==> src/rtl/branch_ctrl.sv <==
// branch_ctrl: EX-stage branch resolution and redirect controller.
// Evaluates conditional branches and jumps, detects mispredictions
// against the fetch-time prediction and issues a registered redirect
// and flush to fetch over a ready/valid handshake. Keeps saturating
// counters of resolved branches and mispredictions.
// Optional feature macro: BRANCH_CTRL_BHT_EN adds a 2-bit saturating
// branch history table used for fetch-time prediction. Without it the
// front end predicts static not-taken.
module branch_ctrl #(
   parameter int unsigned BHT_IDX_W = 4,
   parameter int unsigned CNT_W     = 16
) (
   input  logic             i_clk,
   input  logic             i_reset,
   input  logic             i_ex_valid,
   input  logic             i_ex_is_br,
   input  logic             i_ex_is_jmp,
   input  logic [2:0]       i_ex_funct3,
   input  logic [31:0]      i_ex_pc,
   input  logic [31:0]      i_ex_target,
   input  logic             i_ex_pred_taken,
   output logic             o_br_un,
   input  logic             i_br_less,
   input  logic             i_br_equal,
   input  logic [31:0]      i_if_pc,
   output logic             o_if_pred_taken,
   output logic             o_redirect_valid,
   output logic [31:0]      o_redirect_pc,
   input  logic             i_redirect_ready,
   output logic             o_flush,
   output logic             o_stall,
   output logic [CNT_W-1:0] o_br_cnt,
   output logic [CNT_W-1:0] o_mispred_cnt
);

   typedef enum logic {
      IDLE     = 1'b0,
      REDIRECT = 1'b1
   } state_t;

   state_t             state_q, state_d;
   logic [31:0]        redirect_pc_q, redirect_pc_d;
   logic               flush_q, flush_d;
   logic [CNT_W-1:0]   br_cnt_q, br_cnt_d;
   logic [CNT_W-1:0]   mis_cnt_q, mis_cnt_d;

   logic               br_cond;
   logic               legal_br;
   logic               taken;
   logic               resolve;
   logic               mispredict;
   logic [31:0]        next_pc;

   assign o_br_un = i_ex_funct3[1];

   // Branch condition evaluation, resolve event and corrected next PC
   always_comb begin
      br_cond = 1'b0;
      unique case (i_ex_funct3)
         3'b000:         br_cond = i_br_equal;
         3'b001:         br_cond = ~i_br_equal;
         3'b100, 3'b110: br_cond = i_br_less;
         3'b101, 3'b111: br_cond = ~i_br_less;
         default:        br_cond = 1'b0;
      endcase
      legal_br = i_ex_is_br & (i_ex_funct3[2:1] != 2'b01);
      taken    = i_ex_is_jmp | (legal_br & br_cond);
      resolve  = i_ex_valid & (i_ex_is_br | i_ex_is_jmp) & (state_q == IDLE);
`ifdef BRANCH_CTRL_BHT_EN
      mispredict = resolve & (taken != i_ex_pred_taken);
`else
      // Static not-taken: only a taken instruction can be mispredicted.
      mispredict = resolve & taken;
`endif
      next_pc = taken ? i_ex_target : (i_ex_pc + 32'd4);
   end

   // Redirect FSM next-state logic and redirect PC capture
   always_comb begin
      state_d       = state_q;
      redirect_pc_d = redirect_pc_q;
      flush_d       = 1'b0;
      unique case (state_q)
         IDLE: begin
            if (mispredict) begin
               state_d       = REDIRECT;
               redirect_pc_d = next_pc;
               flush_d       = 1'b1;
            end
         end
         REDIRECT: begin
            if (i_redirect_ready) begin
               state_d = IDLE;
            end
         end
         default: state_d = IDLE;
      endcase
   end

   // Saturating performance counter next values
   always_comb begin
      br_cnt_d  = br_cnt_q;
      mis_cnt_d = mis_cnt_q;
      if (resolve && legal_br && (br_cnt_q != '1)) begin
         br_cnt_d = br_cnt_q + CNT_W'(1);
      end
      if (mispredict && (mis_cnt_q != '1)) begin
         mis_cnt_d = mis_cnt_q + CNT_W'(1);
      end
   end

   // State, redirect and counter registers
   always_ff @(posedge i_clk) begin
      if (i_reset) begin
         state_q       <= IDLE;
         redirect_pc_q <= '0;
         flush_q       <= 1'b0;
         br_cnt_q      <= '0;
         mis_cnt_q     <= '0;
      end else begin
         state_q       <= state_d;
         redirect_pc_q <= redirect_pc_d;
         flush_q       <= flush_d;
         br_cnt_q      <= br_cnt_d;
         mis_cnt_q     <= mis_cnt_d;
      end
   end

   assign o_redirect_valid = (state_q == REDIRECT);
   assign o_redirect_pc    = redirect_pc_q;
   assign o_flush          = flush_q;
   assign o_stall          = (state_q == REDIRECT) & ~i_redirect_ready;
   assign o_br_cnt         = br_cnt_q;
   assign o_mispred_cnt    = mis_cnt_q;

`ifdef BRANCH_CTRL_BHT_EN
   localparam int unsigned BHT_N = 1 << BHT_IDX_W;

   logic [1:0]           bht_q [BHT_N];
   logic [BHT_IDX_W-1:0] ex_idx;
   logic [BHT_IDX_W-1:0] if_idx;
   logic                 bht_upd;
   logic                 unused_bht;

   assign ex_idx     = i_ex_pc[BHT_IDX_W+1:2];
   assign if_idx     = i_if_pc[BHT_IDX_W+1:2];
   assign bht_upd    = resolve & legal_br;
   assign unused_bht = ^{i_if_pc[31:BHT_IDX_W+2], i_if_pc[1:0]};

   // Lookup reads the registered table, so a same-cycle update is not bypassed
   assign o_if_pred_taken = bht_q[if_idx][1];

   // BHT storage: reset to weakly not-taken, saturating update on legal branches
   always_ff @(posedge i_clk) begin
      if (i_reset) begin
         for (int unsigned i = 0; i < BHT_N; i++) begin
            bht_q[i[BHT_IDX_W-1:0]] <= 2'b01;
         end
      end else if (bht_upd) begin
         if (taken && (bht_q[ex_idx] != 2'b11)) begin
            bht_q[ex_idx] <= bht_q[ex_idx] + 2'd1;
         end else if (!taken && (bht_q[ex_idx] != 2'b00)) begin
            bht_q[ex_idx] <= bht_q[ex_idx] - 2'd1;
         end
      end
   end
`else
   logic unused_bht;

   assign unused_bht      = ^{i_if_pc, i_ex_pred_taken};
   assign o_if_pred_taken = 1'b0;
`endif

endmodule

==> config.mk <==
export PLATFORM = sky130hd
export DESIGN_NAME = branch_ctrl
export DESIGN_NICKNAME = d
export VERILOG_FILES = /design/src/rtl/branch_ctrl.sv
export SDC_FILE = /design/constraint.sdc
export NUM_CORES = 1
export LEC_CHECK = 0
export CAP_MARGIN = 20
export CORE_MARGIN = 5
export CORE_UTILIZATION = 40
export CTS_BUF_LIST = sky130_fd_sc_hd__clkbuf_16
export CTS_CLUSTER_DIAMETER = 120
export DETAILED_ROUTE_END_ITERATION = 8
export GPL_TIMING_DRIVEN = 0
export PLACE_DENSITY = 0.83
export SLEW_MARGIN = 20
export SYNTH_ARGS = -nofsm -noshare
export SYNTH_HDL_FRONTEND = slang
export SYNTH_SLANG_ARGS = --single-unit
==> constraint.sdc <==
create_clock -name i_clk -period 3.04 [get_ports i_clk]
set_clock_uncertainty 0.2 [all_clocks]
set_input_delay 0.608 -clock i_clk [delete_from_list [all_inputs] [get_ports i_clk]]
set_output_delay 0.608 -clock i_clk [all_outputs]
set_load 0.01 [all_outputs]
==> run_results.csv <==
group,metric,value,unit
sta,whs,250.9,ps
power_and_ir_drop,netSwitchingFraction,21.68,%
power_and_ir_drop,pwr-share-comb,11.2,%
yosys,synth.largest_area_cell,"dfxtp_1",
power_and_ir_drop,internal_power,1.828,mW
worst_hold_path,min_to,"o_redirect_pc[16]",
critical_path,worstRegToRegCells,5,
yosys,synth.most_common_cell,"nand2_1",
critical_path,r2r_start,"o_br_cnt[2]",
sta,slew_headroom,33.98,%
floorplan,ioPinCount,177,
worst_hold_path,hold_path.startpoint,"o_redirect_pc[16]",
clock_network,numCtsBuffers,9,
worst_hold_path,holdPathStages,2,
yosys,synth_flop_cell,"dfxtp_1",
run_status,status,"completed",
floorplan,start_util,40.48,%
floorplan,rows,31,
critical_path,end_kind,"register",
layout,area_delta_synth_final,53.92,%
critical_path,r2r_slack,660,ps
critical_path,required,3080,ps
place,preCtsSetupSlack,8.874,ps
clock_network,htreeDepth,3,
critical_path,crit_path_start_kind,"input pin",
yosys,synthesis.instances,346,
critical_path,crit_chain,"clkdlybuf4s50_1 -> xor2_1 -> a22oi_1 -> o21ai_1 -> clkbuf_1 -> nand2_1 -> a21oi_1",
global_route,antenna_found_initial,0,
routing,ant_nets,0,
yosys,synth_top_area_share,45.73,%
sta,max_clock_freq,372.8,MHz
yosys,avgSynthCellArea,8.350,um^2
yosys,ys_async_sr_fraction,0,%
clock_network,clk_path_buf_depth,2,
sta,tightest_slew,981.2,ps
global_route,grtUsageTotal,18.37,%
floorplan,die_x,94.99,um
yosys,synth_area_leaders,"dfxtp_1, nand2_1, a21oi_1",
critical_path,crit_type,"in -> reg",
yosys,synth_cell_type_count,47,
clock_network,hold_buffers,0,
yosys,synth_seq_cells,66,
clock_network,clk_pin_slew,50,ps
routing,via_count,2967,
yosys,synth-edff-count,0,
clock_network,cts-root-buf,"clkbuf_16",
global_route,gr-total-overflow,0,
sta,period_share,88.23,%
sta,grt_setup_unrepaired,"no",
power_and_ir_drop,clkPwrFrac,49.5,%
global_route,grt_max_degree,12,
global_route,grt_pass1_vias,2922,
sta,layout_setup_ws,357.9,ps
yosys,synth_nets,456,
power_and_ir_drop,seqPwrFrac,39.3,%
global_route,grt_first_pass_wirelength,13.16,mm
power_and_ir_drop,switching_power,0.5059,mW
clock_network,cts_resized,0,
critical_path,crit_arrival,2720,ps
clock_network,cts_tree,"yes",
power_and_ir_drop,leakagePower,1.531,nW
sta,timing.final.crit_period,2682,ps
clock_network,post_cts_buffers,0,
routing,drtPass1Iterations,4,
power_and_ir_drop,ir_drop,0.3004,mV
yosys,yosysSeqAreaShare,45.73,%
floorplan,core_area,7137,um^2
critical_path,r2r_end,"o_br_cnt[15]",
routing,drc_errors,0,
job,max-cap-violations,0,
layout,drive_gt1_share,6.992,%
layout,fin_util,62.31,%
place,io_buffer_count,110,
yosys,synthTopCellsByCount,"nand2_1, dfxtp_1, a21oi_1, nor2_1",
routing,drt_wl_total,8.188,mm
clock_network,clkLatencyLatePin,320,ps
sta,fin_setup_tns,0,ps
floorplan,die_y,94.99,um
yosys,synth_area,2889,um^2
power_and_ir_drop,power_density,524.8,nW/um^2
routing,first_iter_violations,103,
sta,finalSetupViolCount,0,
critical_path,slowest_stage,"o21ai_1",
sta,maxSlewViolCount,0,
sta,hold_viol,0,
worst_hold_path,hold_class,"reg -> reg",
place,hpwl,6.096,mm
floorplan,die_area,9022,um^2
yosys,synth_warnings,0,
layout,final_nets,577,
critical_path,cp_slowest_stage_delay,630,ps
clock_network,cts.sinks,66,
routing,viasPerCell,5.196,
place,gp_congestion,0.8476,
routing,wl_per_cell,14.34,um
critical_path,crit_fanout,10,
layout,antenna-diode-count,0,
state kept, by name (all words and copies together) (netlist names):
register	cells
o_flush	1
o_br_cnt	16
o_mispred_cnt	16
o_redirect_pc	32
o_redirect_valid	1
cell usage in the layout (no fill, tap or decap), types with 2 or more instances in the layout:
cell type	n
a211oi_1	2
a21oi_1	46
and3_1	5
buf_1	3
buf_2	2
buf_4	3
bufinv_16	3
clkbuf_1	11
clkbuf_16	9
clkdlybuf4s50_1	110
clkinv_1	2
clkinv_2	2
dfxtp_1	66
ha_1	2
inv_1	3
mux2_4	3
nand2_1	74
nand3_1	10
nand3b_1	3
nand4_1	8
nand4b_1	2
nor2_1	23
nor2b_1	4
nor3_1	11
nor4_1	3
nor4_2	2
o21ai_0	5
o21ai_1	2
o31ai_1	8
or3_1	4
or4_1	9
xnor2_1	8
xor2_1	5
worst max-delay path, delay by kind of cell:
| kind | cells | cell delay, ps |
|---|---|---|
| buffers and inverters | 2 | 940 |
| AO/OA/AOI/OAI | 3 | 930 |
| XOR/XNOR | 1 | 150 |
| AND/OR/NAND/NOR | 1 | 100 |
power by group through the flow:
| stage | Sequential, mW | Clock, mW | Combinational, mW |
|---|---|---|---|
| finish | 0.917 | 1.16 | 0.261 |
| global route | 0.920 | 1.21 | 0.283 |
| CTS | 0.917 | 1.17 | 0.263 |
| detailed placement | 0.935 | 0 | 0.261 |
| global placement | 0.933 | 0 | 0.257 |
| floorplan | 0.948 | 0 | 0.0928 |
per-layer routing:
layer	track usage (%)	part of all wire, %	vias to the layer above
met2	29.24	49	114
li1	-	-	1457
met1	21.55	41	1377
met4	10.70	2.0	0
met3	5.976	8.6	19
met5	0	0	-
cell type report:
cell class	count	area, um^2
Tap cell	99	123.9
Timing Repair Buffer	110	1101
Clock buffer	9	225.2
Multi-Input combinational cell	256	1436
Inverter	3	11.26
Fill cell	614	2690
Clock inverter	7	107.6
Sequential cell	66	1321
Buffer	21	120.1
worst max-delay path by stage:
stage | from | end | slack (ps) | cells past startpoint
6_report | i_ex_funct3[0] | o_redirect_pc[18] | 360 | 7
4_1_cts | i_ex_funct3[0] | o_redirect_pc[19] | 340 | 7
3_3_place_gp | i_ex_funct3[0] | o_redirect_pc[24] | 120 | 7
2_1_floorplan | o_mispred_cnt[0] | o_mispred_cnt[7] | 880 | 7
3_5_place_dp | i_ex_funct3[0] | o_redirect_pc[19] | 9 | 7
5_1_grt | i_ex_funct3[0] | o_redirect_pc[17] | 200 | 7
stage by stage:
stage | std cells | power (mW) | area [um^2]
CTS | 571 | 2.350 | 4447
global placement | 555 | 1.190 | 4114
detailed placement | 555 | 1.196 | 4114
finish | 571 | 2.334 | 4447
global route | 571 | 2.411 | 4447
floorplan | 346 | 1.041 | 2889
cell families (layout without fill, tap and decap cells):
| logic type | Yosys count | count (layout) | share of synthesized area [%] |
|---|---|---|---|
| other | 1 | 1 | 0.1298 |
| xor gates and xnor gates | 13 | 13 | 3.941 |
| DFF | 66 | 66 | 45.73 |
| adders and majority gates | 2 | 2 | 0.8660 |
| AOI/OAI and AO/OA | 68 | 68 | 13.17 |
| and+or+nand+nor | 169 | 169 | 30.06 |
| buffers and inverters | 24 | 150 | 4.547 |
| muxes | 3 | 3 | 1.559 |
Note: power is estimated with default switching activity, not from simulation.
